## src/rtl/relay_station_credit_if.sv

```systemverilog
// Stream link between a sender, a credit-based relay station and a receiver.
// Handshake: sender pushes when if_write & if_write_ce & if_full_n; receiver pops when if_read & if_read_ce & if_empty_n.
interface relay_station_credit_if #(
  parameter int DATA_WIDTH = 32,
  parameter int CNT_WIDTH  = 3
);
  logic                  if_full_n;
  logic                  if_write_ce;
  logic                  if_write;
  logic [DATA_WIDTH-1:0] if_din;
  logic                  if_empty_n;
  logic                  if_read_ce;
  logic                  if_read;
  logic [DATA_WIDTH-1:0] if_dout;
  logic [CNT_WIDTH-1:0]  if_credit;
  logic [CNT_WIDTH-1:0]  if_count;

  // Drives the write and read requests; observes status and data.
  modport master (
    input  if_full_n, if_empty_n, if_dout, if_credit, if_count,
    output if_write_ce, if_write, if_din, if_read_ce, if_read
  );

  // The relay station itself.
  modport slave (
    output if_full_n, if_empty_n, if_dout, if_credit, if_count,
    input  if_write_ce, if_write, if_din, if_read_ce, if_read
  );
endinterface

```

## src/rtl/relay_station_credit.sv

```systemverilog
// Credit-based relay station: LEVEL forward stages into a FWFT FIFO, LEVEL credit-return
// stages back to a sender credit counter. CONNECT=0 builds a tied-off stub.
module relay_station_credit #(
  parameter int DATA_WIDTH = 32,
  parameter int DEPTH      = 6,
  parameter int LEVEL      = 2,
  parameter int CONNECT    = 1,
  parameter int CNT_WIDTH  = $clog2(DEPTH + 1)
) (
  input  logic                   clk,
  input  logic                   reset,
  relay_station_credit_if.slave  link
);

  localparam int PTR_W = (DEPTH > 1) ? $clog2(DEPTH) : 1;

  function automatic logic [PTR_W-1:0] ptr_inc(input logic [PTR_W-1:0] p);
    return (p == PTR_W'(DEPTH - 1)) ? '0 : p + 1'b1;
  endfunction

  generate
    if (CONNECT == 0) begin : g_stub
      assign link.if_full_n  = 1'b0;
      assign link.if_empty_n = 1'b0;
      assign link.if_dout    = '0;
      assign link.if_credit  = '0;
      assign link.if_count   = '0;
    end else begin : g_link
      logic                  push;
      logic                  pop;
      logic                  fifo_wr;
      logic [DATA_WIDTH-1:0] fifo_wdata;
      logic                  ret;
      logic [CNT_WIDTH-1:0]  credit;
      logic [CNT_WIDTH-1:0]  credit_next;
      logic                  full_n;
      logic [CNT_WIDTH-1:0]  count;
      logic                  empty_n;
      logic [PTR_W-1:0]      wr_ptr;
      logic [PTR_W-1:0]      rd_ptr;
      logic [DATA_WIDTH-1:0] mem [DEPTH];

      assign push    = link.if_write & link.if_write_ce & full_n;
      assign empty_n = (count != '0);
      assign pop     = link.if_read & link.if_read_ce & empty_n;

      if (LEVEL == 0) begin : g_direct
        assign fifo_wr    = push;
        assign fifo_wdata = link.if_din;
        assign ret        = pop;
      end else begin : g_pipe
        logic [LEVEL-1:0]      fwd_vld;
        logic [LEVEL-1:0]      ret_vld;
        logic [DATA_WIDTH-1:0] fwd_data [LEVEL];

        // Both pipes free-run; a reset drops every in-flight word and credit.
        always_ff @(posedge clk or posedge reset) begin
          if (reset) begin
            fwd_vld <= '0;
            ret_vld <= '0;
          end else begin
            fwd_vld[0] <= push;
            ret_vld[0] <= pop;
            for (int i = 1; i < LEVEL; i++) begin
              fwd_vld[i] <= fwd_vld[i-1];
              ret_vld[i] <= ret_vld[i-1];
            end
          end
        end

        always_ff @(posedge clk) begin
          fwd_data[0] <= link.if_din;
          for (int i = 1; i < LEVEL; i++) begin
            fwd_data[i] <= fwd_data[i-1];
          end
        end

        assign fifo_wr    = fwd_vld[LEVEL-1];
        assign fifo_wdata = fwd_data[LEVEL-1];
        assign ret        = ret_vld[LEVEL-1];
      end

      always_comb begin
        credit_next = credit - CNT_WIDTH'(push) + CNT_WIDTH'(ret);
      end

      // full_n is registered from the next credit value so it is a clean flop output.
      always_ff @(posedge clk or posedge reset) begin
        if (reset) begin
          credit <= CNT_WIDTH'(DEPTH);
          full_n <= 1'b1;
        end else begin
          credit <= credit_next;
          full_n <= (credit_next != '0);
        end
      end

      always_ff @(posedge clk or posedge reset) begin
        if (reset) begin
          wr_ptr <= '0;
          rd_ptr <= '0;
          count  <= '0;
        end else begin
          if (fifo_wr) begin
            wr_ptr <= ptr_inc(wr_ptr);
          end
          if (pop) begin
            rd_ptr <= ptr_inc(rd_ptr);
          end
          count <= count + CNT_WIDTH'(fifo_wr) - CNT_WIDTH'(pop);
        end
      end

      always_ff @(posedge clk) begin
        if (fifo_wr) begin
          mem[wr_ptr] <= fifo_wdata;
        end
      end

      assign link.if_full_n  = full_n;
      assign link.if_empty_n = empty_n;
      assign link.if_dout    = empty_n ? mem[rd_ptr] : '0;
      assign link.if_credit  = credit;
      assign link.if_count   = count;
    end
  endgenerate

endmodule

```

## src/flat_wrapper.sv

```systemverilog
// flat-port wrapper written by rule: the top's interface ports become plain ports
module relay_station_credit_flat 
#(
  parameter int DATA_WIDTH = 32,
  parameter int DEPTH      = 6,
  parameter int LEVEL      = 2,
  parameter int CONNECT    = 1,
  parameter int CNT_WIDTH  = $clog2(DEPTH + 1)
)
  (clk, reset, link_if_full_n, link_if_empty_n, link_if_dout, link_if_credit, link_if_count, link_if_write_ce, link_if_write, link_if_din, link_if_read_ce, link_if_read);
  relay_station_credit_if #(.DATA_WIDTH(DATA_WIDTH), .CNT_WIDTH(CNT_WIDTH)) link_i ();
  input  logic clk;
  input  logic reset;
  output wire logic [$bits(link_i.if_full_n)-1:0] link_if_full_n;
  output wire logic [$bits(link_i.if_empty_n)-1:0] link_if_empty_n;
  output wire logic [$bits(link_i.if_dout)-1:0] link_if_dout;
  output wire logic [$bits(link_i.if_credit)-1:0] link_if_credit;
  output wire logic [$bits(link_i.if_count)-1:0] link_if_count;
  input wire logic [$bits(link_i.if_write_ce)-1:0] link_if_write_ce;
  input wire logic [$bits(link_i.if_write)-1:0] link_if_write;
  input wire logic [$bits(link_i.if_din)-1:0] link_if_din;
  input wire logic [$bits(link_i.if_read_ce)-1:0] link_if_read_ce;
  input wire logic [$bits(link_i.if_read)-1:0] link_if_read;
  assign link_if_full_n = link_i.if_full_n;
  assign link_if_empty_n = link_i.if_empty_n;
  assign link_if_dout = link_i.if_dout;
  assign link_if_credit = link_i.if_credit;
  assign link_if_count = link_i.if_count;
  assign link_i.if_write_ce = link_if_write_ce;
  assign link_i.if_write = link_if_write;
  assign link_i.if_din = link_if_din;
  assign link_i.if_read_ce = link_if_read_ce;
  assign link_i.if_read = link_if_read;
  relay_station_credit #(.DATA_WIDTH(DATA_WIDTH), .DEPTH(DEPTH), .LEVEL(LEVEL), .CONNECT(CONNECT), .CNT_WIDTH(CNT_WIDTH)) u_core (.clk(clk), .reset(reset), .link(link_i));
endmodule
```

## config.mk

```make
export PLATFORM = sky130hd
export DESIGN_NAME = relay_station_credit_flat
export DESIGN_NICKNAME = d
export VERILOG_FILES = /design/src/rtl/relay_station_credit_if.sv /design/src/rtl/relay_station_credit.sv /design/src/flat_wrapper.sv
export SDC_FILE = /design/constraint.sdc
export NUM_CORES = 1
export LEC_CHECK = 0
export CAP_MARGIN = 20
export CORE_ASPECT_RATIO = 1.5
export CORE_UTILIZATION = 40
export CTS_CLUSTER_DIAMETER = 200
export DETAILED_ROUTE_END_ITERATION = 16
export GPL_TIMING_DRIVEN = 0
export PLACE_DENSITY = 0.64
export REMOVE_ABC_BUFFERS = 1
export SYNTH_ARGS = -nofsm -noshare
export SYNTH_HDL_FRONTEND = slang
export SYNTH_SLANG_ARGS = --single-unit
```

## constraint.sdc

```tcl
create_clock -name clk -period 6.6 [get_ports clk]
set_clock_uncertainty 0.05 [all_clocks]
set_input_delay 1.32 -clock clk [delete_from_list [all_inputs] [get_ports clk]]
set_output_delay 1.32 -clock clk [all_outputs]
set_load 0.02 [all_outputs]
```

### Yosys cells after proc, flatten, opt, wreduce, memory -nomap -nowiden

Memories as Yosys holds them, arrays and structs flattened.
Cells that the tools add are included.

| operators by class | value |
|---|---|
| reduce and logical (&&, ||, !) cells | 2 |
| add/sub/neg operators | 6 |
| equality and inequality tests | 2 |
| bitwise logic cells | 4 |
| mux-type cells | 5 |

Operators with widths:

| kind | number |
|---|---|
| 32-bit two-way mux | 1 |
| 3-bit by 1-bit adder with 3-bit output | 2 |
| 3-bit by 1-bit adder with 3-bit output, second input constant | 2 |
| 3-bit == test, second input constant | 2 |
| 3-bit two-way mux | 2 |
| 3-bit nonzero test | 2 |
| 3-bit by 1-bit subtractor with 3-bit output | 2 |
| 1-bit bitwise AND | 4 |
| 1-bit two-way mux | 2 |

| word-level totals | value |
|---|---|
| input bits | 38 |
| output and inout port bits | 40 |
| memories kept | 2 |
| bits in registers | 17 |
| RAM bits | 256 |
| word-level logic and storage cells | 28 |

Memories:

| name | depth | bits a word | rd ports | clocked after memory_dff | write ports | line | RTL |
|---|---|---|---|---|---|---|---|
| u_core.g_link.mem | 6 | 32 | 1 | 0 | 1 | relay_station_credit.sv:41 | `logic [DATA_WIDTH-1:0] mem [DEPTH];` |
| u_core.g_link.g_pipe.fwd_data | 2 | 32 | 2 | 0 | 2 | relay_station_credit.sv:54 | `logic [DATA_WIDTH-1:0] fwd_data [LEVEL];` |

### Depth between registers and ports, before layout

| depth | value |
|---|---|
| word-level depth | 5 |
| mapped depth | 10 |
| mapped depth without buffers | 10 |

### Worst setup path before layout

OpenSTA, ideal clock, no wires.

| path | value |
|---|---|
| path type | flip-flop to flip-flop |
| start | reg u_core.g_link.g_pipe.fwd_vld[1] |
| end | mem u_core.g_link.mem[1][0] (enable) |
| stages on the path, launching flop included | 3 |
| setup slack | 3.322 ns |
| arrival | 2.764 ns |
| clock period less this slack | 3.278 ns |
| cell sequence | dfrtp_1 nand2_1 nor3_1 |

| between the ends | value |
|---|---|
| longest elaborated chain between the ends | 2 |

RTL lines:

| element | line | RTL |
|---|---|---|
| start: declaration | relay_station_credit.sv:52 | `logic [LEVEL-1:0] fwd_vld;` |
| start signal: indexed assignment | relay_station_credit.sv:65 | `fwd_vld[i] <= fwd_vld[i-1];` |
| 1-bit two-way mux | relay_station_credit.sv:115 | `if (fifo_wr) begin` |
| 1-bit two-way mux (not written as such) | relay_station_credit.sv:116 | `mem[wr_ptr] <= fifo_wdata;` |
| end: declaration | relay_station_credit.sv:41 |  |

No other way between the ends.

### Final worst setup path

| path | value |
|---|---|
| start | reg u_core.g_link.rd_ptr[0] |
| end | out link_if_dout[28] |

| between the ends | value |
|---|---|
| longest elaborated chain between the ends | 2 |

RTL lines:

| element | line | RTL |
|---|---|---|
| start: declaration | relay_station_credit.sv:40 | `logic [PTR_W-1:0] rd_ptr;` |
| start signal: assignment | relay_station_credit.sv:108 | `rd_ptr <= ptr_inc(rd_ptr);` |
| memory read 6 x 32 bit | - |  |
| 32-bit two-way mux | relay_station_credit.sv:122 | `assign link.if_dout = empty_n ? mem[rd_ptr] : '0;` |
| end: declaration | flat_wrapper.sv:16 | `output wire logic [$bits(link_i.if_dout)-1:0] link_if_dout;` |

No other way between the ends.

==> results.yml <==
sta:
  fin_crit_sh: 0.661
  min_period_ps: 4360
  tns_ps: 0
  slew_headroom: 0.381
  fmax_mhz: 229
  tightest_slew_ps: 925
  hold_violations: 0
  setup_viol: 0
  rsz0062_at_grt: "false"
  drv_slew: 0
floorplanning:
  rows: 69
  initial_core_util: 0.408
  top_level_ports: 78
  dieHeight_microns: 193
  die_width_microns: 129
  dieArea_sq_um: 24900
  core_area_sq_um: 23700
synthesis:
  synth_area_leaders: "edfxtp_1 59%, dfxtp_1 13%, a211oi_2 3.9%"
  synth_compound_area_frac: 0.0873
  synthesis.area_sq_um: 9690
  synth_edf_count: 192
  synthFlopType: "edfxtp_1"
  yosysWarnings: 0
  synth_xor_area_frac: 0.00542
  synth_top_family_by_area: "simple AND/OR/NAND/NOR gates"
  yosys.area_share.adder: 0.00930
  yosysUniqueCellTypes: 33
  synthMuxAreaShare: 0.00232
  ys_ff_latch: 273
  yosysMostFrequentCell: "edfxtp_1"
  synth-simple-area-share: 0.0945
  synth_top_cell_by_area: "edfxtp_1"
  synth_common_cells: "192 x edfxtp_1, 64 x dfxtp_1, 55 x nor2b_1, 34 x a211oi_1, 32 x o22ai_1"
  avgSynthCellArea_sq_um: 17.9
  seq_area_frac_synth: 0.771
  synth_top_area_share: 0.595
  syn_inst: 542
  async_reset_ff_frac: 0.0623
clocking:
  post-cts-setup-buffers: 0
  clockBufferDepth: 3
  cts_sinks: 273
  cts.clk_slew.worst_paths_ps: 60
  cts_tree: "yes"
  ctsHoldBuffers: 0
  cts_max_level: 1
  cts_resized: 0
  clkLatencyLatePin_ps: 530
  root_buffer: "clkbuf_16"
  cts_buffers: 26
place:
  gp_congestion: 0.691
  place_area_sq_um: 11000
  port_buffers: 77
  dp_hpwl_microns: 11100
cells_and_area:
  fin_area_sq_um: 11900
  drive_gt1_frac: 0.200
  area_delta_synth_final_pct: 22.4
  diodes: 0
  nets: 678
routing:
  totalWireLength_microns: 19000
  vias: 4933
  avgViaCountPerCell: 5.07
  first_iter_violations: 322
  drc_errors: 0
  dr.pass1.iters: 4
  wl_per_cell_microns: 19.5
  antenna_left: 0
global_route:
  grt_start_max_net_pins: 69
  gr-total-overflow: 0
  gr-usage-all-layers: 0.156
  first_global_vias: 5263
  antenna_found_initial: 1
  grt_pass1_wl_microns: 28900
pwr:
  power_density_nw_per_um2: 471
  combPwrFrac: 0.346
  p_switching_mw: 1.81
  pwr-share-clk: 0.269
  internal-power_mw: 3.78
  p_sw_frac: 0.324
  leakagePower_nw: 3.92
  pwr-share-seq: 0.385
  ir_drop_mv: 0.325
hold_path:
  hold_class: "flip-flop to flip-flop"
worst_setup_path:
  cp_cell_sequence: "or2_2 -> buf_12 -> a211oi_2 -> nor4_2 -> clkdlybuf4s50_1"
  worst-setup-path-type: "flip-flop to output pin"
  cp_max_fo: 17
  endpoint_kind: "output pin"
  worstPathArrival_ps: 2990
  worst-path-buf-inv: 2
  worstPathRequired_ps: 5230
  cp_slowest_cell: "clkdlybuf4s50_1"
  path_delay_family: "simple AND/OR/NAND/NOR gates"
  startpoint_type: "flip-flop"
  max_stage_delay_ps: 670
job:
  maxCapViolCount: 0
run_status:
  outcome: "complete, no violations"
## state kept, by name, summed over array words and instances (netlist names)
register / count
u_core.g_link.g_pipe.fwd_data: 64
u_core.g_link.g_pipe.fwd_vld: 2
u_core.g_link.g_pipe.ret_vld: 2
u_core.g_link.mem: 192
u_core.g_link.rd_ptr: 3
u_core.g_link.wr_ptr: 3
u_core.link.if_count: 3
u_core.link.if_credit: 3
u_core.link.if_full_n: 1
## power groups by stage
stage                     clock network [mW]  registers (mW)  logic [mW]
final                                   1.50            2.15        1.93
after global routing                    1.59            2.17        2.07
after CTS                               1.53            2.15        1.97
after detailed placement                   0            2.19        1.97
after global placement                     0            2.24        1.77
after floorplan                            0            2.21        1.02
## cell usage in the layout, fill, tap and decap left out, types with 4 or more instances in the layout
| master | n |
|---|---|
| clkbuf_1 | 8 |
| nor2b_1 | 55 |
| o22ai_1 | 32 |
| buf_12 | 5 |
| nor4_2 | 30 |
| a211oi_1 | 34 |
| clkbuf_16 | 27 |
| inv_1 | 10 |
| a211oi_2 | 30 |
| dfxtp_1 | 64 |
| edfxtp_1 | 192 |
| and2b_1 | 10 |
| ha_1 | 4 |
| buf_16 | 5 |
| clkdlybuf4s50_1 | 77 |
| buf_6 | 6 |
| dfrtp_1 | 13 |
| nor2_4 | 4 |
## stage by stage
stage	power [mW]	cells	utilization	hold WS, ps	setup slack (ps)
3_5_place_dp	4.15	925	0.463	262	2740
6_report	5.58	973	0.500	275	2240
4_1_cts	5.66	973	0.500	278	2190
5_1_grt	5.83	973	0.500	280	2090
3_3_place_gp	4.00	908	0.447	260	311
2_1_floorplan	3.24	512	-	260	1690
## worst paths after layout
check | from | to | slack (ps) | depth (start not counted)
min | u_core.g_link.g_pipe.fwd_data[0][3] | u_core.g_link.g_pipe.fwd_data[0][35] | 280 | 0
max in group asynchronous | reset | u_core.g_link.rd_ptr[1] | 4890 | 2
max reg2reg | u_core.link.if_count[1] | u_core.link.if_count[2] | 3560 | 10
min reg2reg | u_core.g_link.g_pipe.fwd_data[0][3] | u_core.g_link.g_pipe.fwd_data[0][35] | 280 | 0
max | u_core.g_link.rd_ptr[0] | link_if_dout[28] | 2240 | 5
min in group asynchronous | reset | u_core.link.if_count[1] | 1140 | 2
## layer usage
layer / vias to the layer above / GRT usage / wire, microns
met1: 2505 / 0.183 / 7520
met3: 30 / 0.0313 / 1040
met4: 0 / 0.0534 / 379
met5: - / 0 / 0
met2: 113 / 0.283 / 10100
li1: 2285 / - / -
## cell families (layout without fill, tap and decap cells)
group           count (synthesis)  after routing
compound gates                 98             98
xor+xnor                        6              6
fa+ha+maj                       6              6
buf+inv                        40            152
flops                         273            273
mux                             2              2
simple gates                  117            117
## area by class of cell
| class | instances | area (sq um) |
|---|---|---|
| Fill cell | 1895 | 11900 |
| Sequential cell | 273 | 7480 |
| Multi-Input combinational cell | 229 | 1980 |
| Timing Repair Buffer | 94 | 1090 |
| Clock buffer | 38 | 747 |
| Tap cell | 319 | 399 |
| Clock inverter | 10 | 129 |
| Inverter | 10 | 37.5 |
Power figures use the tool's default switching activity.
